[config.mk]
export PLATFORM = sky130hd
export DESIGN_NAME = systolic_feeder_flat
export DESIGN_NICKNAME = d
export VERILOG_FILES = /design/src/rtl/systolic_feeder_if.sv /design/src/rtl/systolic_feeder.sv /design/src/flat_wrapper.sv
export SDC_FILE = /design/constraint.sdc
export NUM_CORES = 1
export LEC_CHECK = 0
export BUFFER_PORTS_ARGS = -buffer_cell sky130_fd_sc_hd__buf_2
export CORE_ASPECT_RATIO = 1.25
export CORE_UTILIZATION = 55
export DETAILED_ROUTE_END_ITERATION = 8
export HOLD_SLACK_MARGIN = 0.03
export PLACE_DENSITY = 0.73
export SLEW_MARGIN = 20
export SYNTH_ARGS = -nofsm -noshare
export SYNTH_HDL_FRONTEND = slang
export SYNTH_SLANG_ARGS = --single-unit
[constraint.sdc]
create_clock -name clk -period 8.1 [get_ports clk]
set_clock_uncertainty 0.15 [all_clocks]
set_input_delay 0.81 -clock clk [delete_from_list [all_inputs] [get_ports clk]]
set_output_delay 0.81 -clock clk [all_outputs]
set_load 0.02 [all_outputs]
[src/rtl/systolic_feeder_if.sv]
// systolic_feeder_if: row load port plus stream control/status between the load path and systolic_feeder.
interface systolic_feeder_if #(
    parameter int DATA_WIDTH = 8,
    parameter int PORTS = 8
);
    logic wr_valid, wr_ready, start, busy, done, out_valid;
    logic [PORTS-1:0][DATA_WIDTH-1:0] wr_data, out;
    modport master (output wr_valid, wr_data, start, input wr_ready, busy, done, out, out_valid);
    modport slave (input wr_valid, wr_data, start, output wr_ready, busy, done, out, out_valid);
endinterface

[src/rtl/systolic_feeder.sv]
// systolic_feeder: buffers tile rows, streams them one per cycle into the skew stage, then flushes PORTS-1 zero rows.
// Define SYSTOLIC_FEEDER_DOUBLE_BUF_EN for two ping-pong banks so the next tile loads while one streams.
module systolic_feeder #(
    parameter int DATA_WIDTH = 8,
    parameter int PORTS = 8,
    parameter int DEPTH = 8
) (
    input logic clk,
    input logic rst_n,
    systolic_feeder_if.slave bus
);
    localparam int CW = $clog2(DEPTH + 1);
    localparam int PW = DEPTH > 1 ? $clog2(DEPTH) : 1;
    localparam int FW = PORTS > 2 ? $clog2(PORTS) : 1;
    localparam logic [FW-1:0] FLAST = FW'(PORTS > 1 ? PORTS - 2 : 0);
    typedef enum logic [1:0] {IDLE, STREAM, FLUSH} state_t;
    typedef logic [PORTS-1:0][DATA_WIDTH-1:0] row_t;
    state_t state;
    logic [CW-1:0] len, rd_ptr, wfill;
    logic [FW-1:0] fcnt;
    logic beat, go, fin;
    row_t rd_row, head;
`ifdef SYSTOLIC_FEEDER_DOUBLE_BUF_EN
    logic wsel, ssel;
    logic [CW-1:0] fill [2];
    row_t mem [2][DEPTH];
    assign wfill = fill[wsel];
    assign bus.wr_ready = wfill < CW'(DEPTH);
    assign rd_row = mem[ssel][rd_ptr[PW-1:0]];
    assign head = mem[wsel][0];
    always_ff @(posedge clk) if (beat) mem[wsel][wfill[PW-1:0]] <= bus.wr_data;
`else
    logic [CW-1:0] fill;
    row_t mem [DEPTH];
    assign wfill = fill;
    assign bus.wr_ready = state == IDLE && fill < CW'(DEPTH);
    assign rd_row = mem[rd_ptr[PW-1:0]];
    assign head = mem[0];
    always_ff @(posedge clk) if (beat) mem[wfill[PW-1:0]] <= bus.wr_data;
`endif
    assign beat = bus.wr_valid && bus.wr_ready;
    assign go = bus.start && state == IDLE && (beat || wfill != '0);
    // with a single lane nothing needs draining, so the last row completes the tile directly
    assign fin = state == FLUSH ? fcnt == FLAST : state == STREAM && rd_ptr == len && PORTS == 1;
    always_ff @(posedge clk or negedge rst_n) begin
        if (!rst_n) begin
            state <= IDLE;
            len <= '0;
            rd_ptr <= '0;
            fcnt <= '0;
            bus.out <= '0;
            bus.out_valid <= 1'b0;
            bus.busy <= 1'b0;
            bus.done <= 1'b0;
`ifdef SYSTOLIC_FEEDER_DOUBLE_BUF_EN
            fill <= '{default: '0};
            wsel <= 1'b0;
            ssel <= 1'b0;
`else
            fill <= '0;
`endif
        end else begin
            bus.done <= 1'b0;
`ifdef SYSTOLIC_FEEDER_DOUBLE_BUF_EN
            if (beat) fill[wsel] <= wfill + CW'(1);
`else
            fill <= fill + CW'(beat);
`endif
            case (state)
                IDLE: if (go) begin
                    state <= STREAM;
                    len <= wfill + CW'(beat);
                    rd_ptr <= CW'(1);
                    // an empty bank means row 0 is the one arriving this very cycle
                    bus.out <= wfill == '0 ? bus.wr_data : head;
                    bus.out_valid <= 1'b1;
                    bus.busy <= 1'b1;
`ifdef SYSTOLIC_FEEDER_DOUBLE_BUF_EN
                    ssel <= wsel;
                    wsel <= ~wsel;
`endif
                end
                STREAM: begin
                    state <= rd_ptr == len ? FLUSH : STREAM;
                    bus.out <= rd_ptr == len ? '0 : rd_row;
                    bus.out_valid <= rd_ptr != len;
                    rd_ptr <= rd_ptr + CW'(1);
                    fcnt <= '0;
                end
                FLUSH: fcnt <= fcnt + FW'(1);
                default: state <= IDLE;
            endcase
            if (fin) begin
                state <= IDLE;
                bus.busy <= 1'b0;
                bus.done <= 1'b1;
`ifdef SYSTOLIC_FEEDER_DOUBLE_BUF_EN
                fill[ssel] <= '0;
`else
                fill <= '0;
`endif
            end
        end
    end
endmodule

[src/flat_wrapper.sv]
// flat-port wrapper written by rule: the top's interface ports become plain ports
module systolic_feeder_flat 
#(
    parameter int DATA_WIDTH = 8,
    parameter int PORTS = 8,
    parameter int DEPTH = 8
)
  (clk, rst_n, bus_wr_valid, bus_wr_data, bus_start, bus_wr_ready, bus_busy, bus_done, bus_out, bus_out_valid);
  systolic_feeder_if #(.DATA_WIDTH(DATA_WIDTH), .PORTS(PORTS)) bus_i ();
  input logic clk;
  input logic rst_n;
  input wire logic [$bits(bus_i.wr_valid)-1:0] bus_wr_valid;
  input wire logic [$bits(bus_i.wr_data)-1:0] bus_wr_data;
  input wire logic [$bits(bus_i.start)-1:0] bus_start;
  output wire logic [$bits(bus_i.wr_ready)-1:0] bus_wr_ready;
  output wire logic [$bits(bus_i.busy)-1:0] bus_busy;
  output wire logic [$bits(bus_i.done)-1:0] bus_done;
  output wire logic [$bits(bus_i.out)-1:0] bus_out;
  output wire logic [$bits(bus_i.out_valid)-1:0] bus_out_valid;
  assign bus_i.wr_valid = bus_wr_valid;
  assign bus_i.wr_data = bus_wr_data;
  assign bus_i.start = bus_start;
  assign bus_wr_ready = bus_i.wr_ready;
  assign bus_busy = bus_i.busy;
  assign bus_done = bus_i.done;
  assign bus_out = bus_i.out;
  assign bus_out_valid = bus_i.out_valid;
  systolic_feeder #(.DATA_WIDTH(DATA_WIDTH), .PORTS(PORTS), .DEPTH(DEPTH)) u_core (.clk(clk), .rst_n(rst_n), .bus(bus_i));
endmodule
# == After elaboration in Yosys (flattened, before gate mapping) ==
# Memory sizes are Yosys's and may differ from the RTL's.
# Cells that the tools add are included.
# totals
ram_bits,512
reg_bits,84
elab_cells,65
output_inout_bits,68
input_bits,68
n_memories,1
# classes
reduce_logical,16
n_addsub,3
order_cmp,1
n_eq_ne,8
mux,20
# mem_list
name,depth,width,read_ports,rd_ports_with_merged_regs,write_ports,line,rtl
u_core.mem,8,64,2,0,1,systolic_feeder.sv:34,row_t mem [DEPTH];
# op_table
operator,n
two-way mux 64 bit,3
one-hot mux 64 bit (2 select lines),1
two-way mux 4 bit,2
one-hot mux 4 bit (2 select lines),1
AND reduction 2 bit,4
nonzero test 2 bit,4
two-way mux 1 bit,7
two-way mux 2 bit,3
one-hot mux 2 bit (3 select lines),1
one-hot mux 3 bit (2 select lines),1
adder 4 x 1 -> 4 bit,1
adder 4 x 1 -> 4 bit (second input constant),1
equality test 4 bit,1
logical AND 1 bit,4
logical NOT 4 bit,1
less-than comparator 4 bit (second input constant),1
!= test 2 x 1 -> 1 bit (second input constant),2
!= test 4 bit,1
nonzero test 4 bit,1
adder 3 x 1 -> 3 bit (second input constant),1
equality test 3 bit (second input constant),1
!= test 3 x 1 -> 1 bit (second input constant),1
equality test 2 x 1 -> 1 bit (second input constant),1
equality test 2 bit (second input constant),1
other kinds (3),3

# == Depth between registers and ports, before layout ==
# Gate-level depths: netlist of run 1.
# depth
word_depth,8
depth_mapped,9
ltp_nobuf,8

# == Worst setup path after synthesis of run 1 ==
# OpenSTA, ideal clock, no wires.
# synth_timing
path_kind,reg-to-reg
start,register u_core.state[0]
end,"memory u_core.mem[0][0] (netlist name), enable pin"
setup_time_ns,0.565
synth_period_minus_slack_ns,6.822
arrival_ns,6.107
required_time_ns,7.385
stages_incl_launch_ff,8
n_path_buf,1
path_slack_ns,1.278
cell_sequence,dfrtp_1 inv_1 ha_1 clkbuf_1 nor2b_1 and2_1 nand2b_1 nor3_1
# synth_via
elab_chain_cells,5
# synth_rtl
item,line,rtl
start: declaration,systolic_feeder.sv:18,state_t state;
start signal: assignment,systolic_feeder.sv:84,state <= rd_ptr == len ? FLUSH : STREAM;
logical NOT 2 bit,systolic_feeder.sv:36,assign bus.wr_ready = state == IDLE && fill < CW'(DEPTH);
logical AND 1 bit,systolic_feeder.sv:36,
via bus_wr_ready,flat_wrapper.sv:15,output wire logic [$bits(bus_i.wr_ready)-1:0] bus_wr_ready;
logical AND 1 bit,systolic_feeder.sv:41,assign beat = bus.wr_valid && bus.wr_ready;
two-way mux 1 bit,systolic_feeder.sv:39,always_ff @(posedge clk) if (beat) mem[wfill[PW-1:0]] <= bus.wr_data;
two-way mux 1 bit (not written as such),systolic_feeder.sv:39,
end: declaration,systolic_feeder.sv:34,
# The timed path passes the listed nets, and every way through them passes these cells.

# == Worst setup path in the final report of run 1 ==
# layout_timing
start,register u_core.state[0]
end,"memory u_core.mem[3][53] (netlist name), enable pin"
# layout_via
elab_chain_cells,5
# layout_rtl
item,line
logical NOT 2 bit,systolic_feeder.sv:36
logical AND 1 bit,systolic_feeder.sv:36
logical AND 1 bit,systolic_feeder.sv:41
two-way mux 1 bit,systolic_feeder.sv:39
two-way mux 1 bit (not written as such),systolic_feeder.sv:39
# Every way passes these cells.

==> impl_metrics.csv, run 1 <==
group,metric,value,unit
worst_setup_path,critical_path.max_fanout,41,
route,viasPerCell,6.197,
pwr,clock_power_share,27.1,%
worst_setup_path,crit_cells,8,
sta,fin_tns_setup,0,ps
run,maxCapViolCount,0,
placement,dp.cells,1867,
cts,clockBufferDepth,3,
yosys,ys_ff_latch,596,
min_path,hp-class,"in -> async",
yosys,synth_top_cell_by_area,"edfxtp_1",
yosys,seq_area_frac_synth,74.12,%
route,drt_iter0_drc,910,
worst_setup_path,slowest_delay,860,ps
sta,worstMarginPinSlew,1115,ps
die,die_y,233.5,um
grt,grt_max_degree,71,
die,die_w,187.2,um
worst_setup_path,crit_path_frequent_cell,"buf_4",
yosys,syn_area_per_cell,19.22,um2
sta,worst_slack,4344,ps
pwr,vdd_drop_max,0.3157,mV
worst_setup_path,worstSetupPathType,"reg -> reg",
finish,seq_area,17490,um2
route,drc,0,
outcome,status,"complete, no violations",
worst_setup_path,r2r_cells,8,
yosys,synth_top_area_share,65.21,%
route,vias,12230,
sta,hold_violations,0,
yosys,synth_edf_count,512,
sta,slew_headroom,25.63,%
cts,post_cts_resized,0,
cts,clkSinkCount,596,
sta,fmax,266.2,MHz
route,wl,50960,um
worst_setup_path,cp_cell_sequence,"inv_1, ha_1, buf_4, nor2b_1, and2_1, nand2_1, nor2_4, buf_4",
route,firstDrtPassIters,5,
finish,fillCellCount,2833,
yosys,syn_inst,1227,
cts,path_clk_slew,70,ps
grt,grt_pass1_vias,12770,
worst_setup_path,cpMaxStageDelayCell,"nor2_4",
sta,min_period,3756,ps
pwr,finalPower,9.876,mW
yosys,synth_warnings,0,
worst_setup_path,crit_buf_inv,3,
finish,nets,1442,
placement,postPlaceCellArea,24870,um2
pwr,switching_power,3.138,mW
finish,syn2layout_area_growth,13.63,%
placement,post-place-ws,4333,ps
worst_setup_path,reg2reg_slack,4340,ps
sta,holdWs,81.17,ps
finish,multi_input_comb_area,5804,um2
yosys,synth_area,23580,um2
yosys,yosysMostFrequentCell,"edfxtp_1",
cts,cts_buffers,55,
finish,final_util,63.57,%
placement,gp_congestion,0.7393,
worst_setup_path,worstPathRequired,8140,ps
die,io_pins,136,
pwr,p_int,6.738,mW
sta,rsz0062_at_grt,"no",
worst_setup_path,crit_family,"simple AND/OR/NAND/NOR gates",
die,initial_core_util,55.94,%
yosys,synth.top_cells.by_area,"edfxtp_1, mux4_2, dfrtp_1",
worst_setup_path,cp.arrival,3800,ps
finish,drive_gt1_share,31.61,%
yosys,synth_cell_types,45,
worst_setup_path,r2r-end,"u_core.mem[3][53]",
grt,track_usage,24.00,%
finish,final_design_area_no_fill,26790,um2
route,post_drt_wl_per_cell,25.83,um
pwr,leakage,9.177,nW
pwr,p_comb_share,31.5,%
cts,post_cts_buffers,0,
yosys,synth_nets,1303,
worst_setup_path,startpoint_type,"flip-flop",
cts,root_buffer,"clkbuf_16",
grt,grt_pass1_wl,77510,um
yosys,synthFlopType,"edfxtp_1",
die,dieArea,43710,um2
grt,overflow,0,
pwr,pwr-share-seq,41.4,%
cts,cts_tree,"yes",
die,core,42150,um2
worst_setup_path,crit_path_end_kind,"flip-flop",
sta,setup_violations,0,
die,floorplan.rows,84,
cts,hold_buffers,0,
route,ant_nets,0,
placement,port_buffers,135,
pwr,powerDensity,368.7,nW/um2
yosys,synth_commonest_cells,"edfxtp_1, nand2_1, mux4_2, dfrtp_1, mux2_2",
finish,finalNonFillerCells,1973,
placement,place_hpwl,26660,um
cts,cts_max_level,2,
grt,antenna_found_initial,5,
cts,clock_latency,580,ps
sta,report.final.slew_viol_count,0,
pwr,power_switching_share,31.78,%
yosys,async_reset_ff_share,14.09,%
sta,finalCritPeriodShare,46.37,%
worst_setup_path,r2r-start,"u_core.state[0]",
-- final cells by class --
cell class,count,area share [%]
well taps,559,2.611
clock buffers,70,5.534
diodes,3,0.02802
flip-flops and latches,596,65.28
multi-input cells,547,21.67
repair buffers,158,3.279
inverters,8,0.1121
clock inverters,32,1.494
-- flip-flops by register name, indices dropped and copies added, names as in the netlist, 2 cells and up --
signal and flops:
u_core.mem 512, u_core.bus.out 64, u_core.fill 4, u_core.fcnt 3
u_core.rd_ptr 4, u_core.state 2, u_core.len 4
-- layer usage --
metal	vias to the layer above	GRT usage, %	routed length (um)
met5	-	0	36
met4	6	8.478	1522
met3	98	4.072	3113
met2	455	41.24	26050
met1	6415	31.11	20240
li1	5252	-	-
-- power by group through the flow --
stage,Clock [mW],Combinational [mW],Sequential (mW)
after floorplan,0,2.16,4.19
after global placement,0,3.06,4.13
after detailed placement,0,3.13,4.15
after CTS,2.72,3.14,4.09
after global routing,2.83,3.34,4.13
final,2.67,3.11,4.09
-- logic make-up after synthesis --
kind of cell	count (synthesis)	share of synthesized area, %
AOI/OAI and AO/OA	152	4.941
DFF	596	74.12
buffers and inverters	84	1.693
xor gates and xnor gates	7	0.2600
adders and majority gates	8	0.4246
and+or+nand+nor	185	3.205
muxes	195	15.35
-- cells in the final DEF (no fill, tap or decap), types with 17 or more instances in the layout --
cell,n
a221o_1,50
dfrtp_1,81
mux4_2,128
buf_2,134
edfxtp_1,512
buf_4,21
clkbuf_16,55
nor2_1,17
nand2_1,138
a21oi_1,51
mux2_2,53
-- worst max path at each step --
stage                           startpoint  slack (ps)                 end
after floorplan            u_core.state[0]        1280    u_core.mem[0][0]
after global placement    u_core.rd_ptr[1]        4350  u_core.bus.out[50]
after detailed placement  u_core.rd_ptr[1]        4330  u_core.bus.out[51]
after CTS                 u_core.rd_ptr[1]        4290  u_core.bus.out[50]
after global routing       u_core.state[1]        4140   u_core.mem[3][52]
final                      u_core.state[0]        4340   u_core.mem[3][53]
-- worst reg2reg max path: stages (launching register included) --
cell and delay [ps]:
dfrtp_1 390, inv_1 110, ha_1 160, buf_4 330, nor2b_1 210, and2_1 190
nand2_1 250, nor2_4 860, buf_4 730
(Power assumes the default switching activity.)
==> run 2, diff against run 1 <==
--- a/config.mk
+++ b/config.mk
@@ -10,7 +10,7 @@
 export CORE_UTILIZATION = 55
 export DETAILED_ROUTE_END_ITERATION = 8
 export HOLD_SLACK_MARGIN = 0.03
-export PLACE_DENSITY = 0.73
+export PLACE_DENSITY = 0.76
 export SLEW_MARGIN = 20
 export SYNTH_ARGS = -nofsm -noshare
 export SYNTH_HDL_FRONTEND = slang
==> constraint.sdc (replaced) <==
create_clock -name clk -period 3.3 [get_ports clk]
set_clock_uncertainty 0.15 [all_clocks]
set_input_delay 0.33 -clock clk [delete_from_list [all_inputs] [get_ports clk]]
set_output_delay 0.33 -clock clk [all_outputs]
set_load 0.02 [all_outputs]
==> run 2 against run 1 <==
  * Sequential power rose by 140%
  * Clock-buffer cell count rose by 15
  * Combinational power increased to 2.6 times the previous value
  * Routed wire length grew 0.91%
  * Final cell count grew 3.6%
  * Global-route usage down 0.066 points
  * Flip-flop and latch count did not move
  * First-iteration DRC count increased by 50%
  * Critical endpoint is now u_core.bus.out[41]
  * Largest cell class unchanged
  * Largest power group unchanged
==> impl_metrics.csv, run 2 (synthesis results as in run 1) <==
group,metric,value,unit
outcome,status,"complete, no violations",
grt,use_met3,3.516,%
cts,root_buffer,"clkbuf_16",
pwr,vdd_drop_max,0.7390,mV
sta,finalCritPeriodShare,85.23,%
grt,grt_max_degree,81,
cts,path_clk_slew,70,ps
route,post_drt_wl_per_cell,25.14,um
grt,grt_pass1_wl,78140,um
cts,post_cts_resized,0,
placement,port_buffers,135,
cts,post_cts_buffers,0,
pwr,finalPower,24.18,mW
die,dieArea,43710,um2
grt,top_usage_layer,"met2",
cts,clock_latency,590,ps
worst_setup_path,worstPathRequired,3600,ps
grt,grt_util_met1,32.24,%
route,drc,0,
finish,drive_gt1_share,30.35,%
die,core,42150,um2
sta,report.final.slew_viol_count,0,
finish,final_util,65.57,%
route,viasPerCell,6.209,
grt,track_usage,23.93,%
placement,dp.cells,1881,
cts,cts_max_level,2,
cts,cts_buffers,52,
cts,cts_tree,"yes",
finish,layout_commonest_cell,"edfxtp_1",
cts,clockBufferDepth,3,
worst_setup_path,critical_path.max_fanout,38,
sta,worstMarginPinSlew,775.0,ps
worst_setup_path,cp.arrival,3110,ps
sta,rsz0062_at_grt,"no",
die,die_y,233.5,um
worst_setup_path,worstSetupPathType,"reg -> reg",
worst_setup_path,startpoint_type,"flip-flop",
sta,setup_violations,0,
sta,fmax,355.6,MHz
run,maxCapViolCount,0,
finish,syn2layout_area_growth,17.22,%
finish,layout_common_cells,"edfxtp_1, nand2_1, buf_2",
placement,place_hpwl,27440,um
die,die_w,187.2,um
route,firstDrtPassIters,5,
sta,holdWs,139.0,ps
placement,gp_congestion,0.7452,
cts,hold_buffers,66,
grt,overflow,0,
pwr,leakage,9.522,nW
worst_setup_path,crit_path_end_kind,"flip-flop",
min_path,hp-class,"in -> async",
grt,grt_pass1_vias,13220,
route,vias,12700,
route,ant_nets,0,
finish,finalNonFillerCells,2045,
sta,slew_headroom,48.33,%
die,initial_core_util,55.94,%
sta,hold_violations,0,
cts,clkSinkCount,596,
finish,largest_reg_flops,512,
grt,use_met2,40.60,%
sta,min_period,2812,ps
pwr,powerDensity,875.1,nW/um2
grt,antenna_found_initial,0,
die,floorplan.rows,84,
route,wl,51420,um
finish,nets,1518,
route,drt_iter0_drc,1368,
die,io_pins,136,
finish,antenna_cells,0,
-- run 2: changes by cell type in the layout (fill, tap and decap cells not counted), sizes merged --
cell         change
buf             +13
bufinv           -5
clkbuf          +15
clkinv          -11
clkinvlp         -2
diode            -3
dlygate4sd3     +66
inv              -1
-- run 2: per-stage QoR --
stage	setup WS [ps]	TNS (ps)	cell area [um2]
finish	487.5	0	27640
global route	389.9	0	27640
CTS	468.1	0	27640
detailed placement	490.3	0	25250
global placement	581.3	0	25250
floorplan	-168.8	-21530	23690
-- run 2: final timing paths --
path / endpoint / slack [ps] / depth (start not counted) / from
min reg2reg: u_core.bus.out[54] / 350 / 1 / u_core.bus.out[54]
max in group asynchronous: u_core.len[2] / 2010 / 3 / rst_n
max: u_core.bus.out[41] / 490 / 5 / u_core.fill[1]
min: u_core.bus.done / 140 / 2 / rst_n
max reg2reg: u_core.bus.out[41] / 490 / 5 / u_core.fill[1]
min in group clk: u_core.bus.busy / 180 / 3 / bus_wr_valid
-- run 2: critical path, stage by stage (launching register included) --
cell and delay, ps:
dfrtp_1 530, or4_4 800, o21ai_1 340, a21oi_4 210, buf_12 250, a221o_1 330
-- run 2: cell type report --
type                            instances  area [um2]
Fill cell                            2738       14510
Inverter                                8       30.03
Timing Repair Buffer                  237        1834
Clock buffer                           85        1558
Multi-Input combinational cell        547        5854
Tap cell                              559       699.4
Clock inverter                         13       172.7
Sequential cell                       596       17490
-- run 2: where the power goes --
part	switching, mW	internal, mW
registers	0.640	9.29
clock network	2.59	3.54
logic	4.47	3.66
total	7.70	16.5
-- run 2: routing by layer --
layer,share of wire [%],vias up
li1,-,5406
met1,40,6667
met2,51,530
met3,6.1,94
met4,2.3,0
met5,0,-
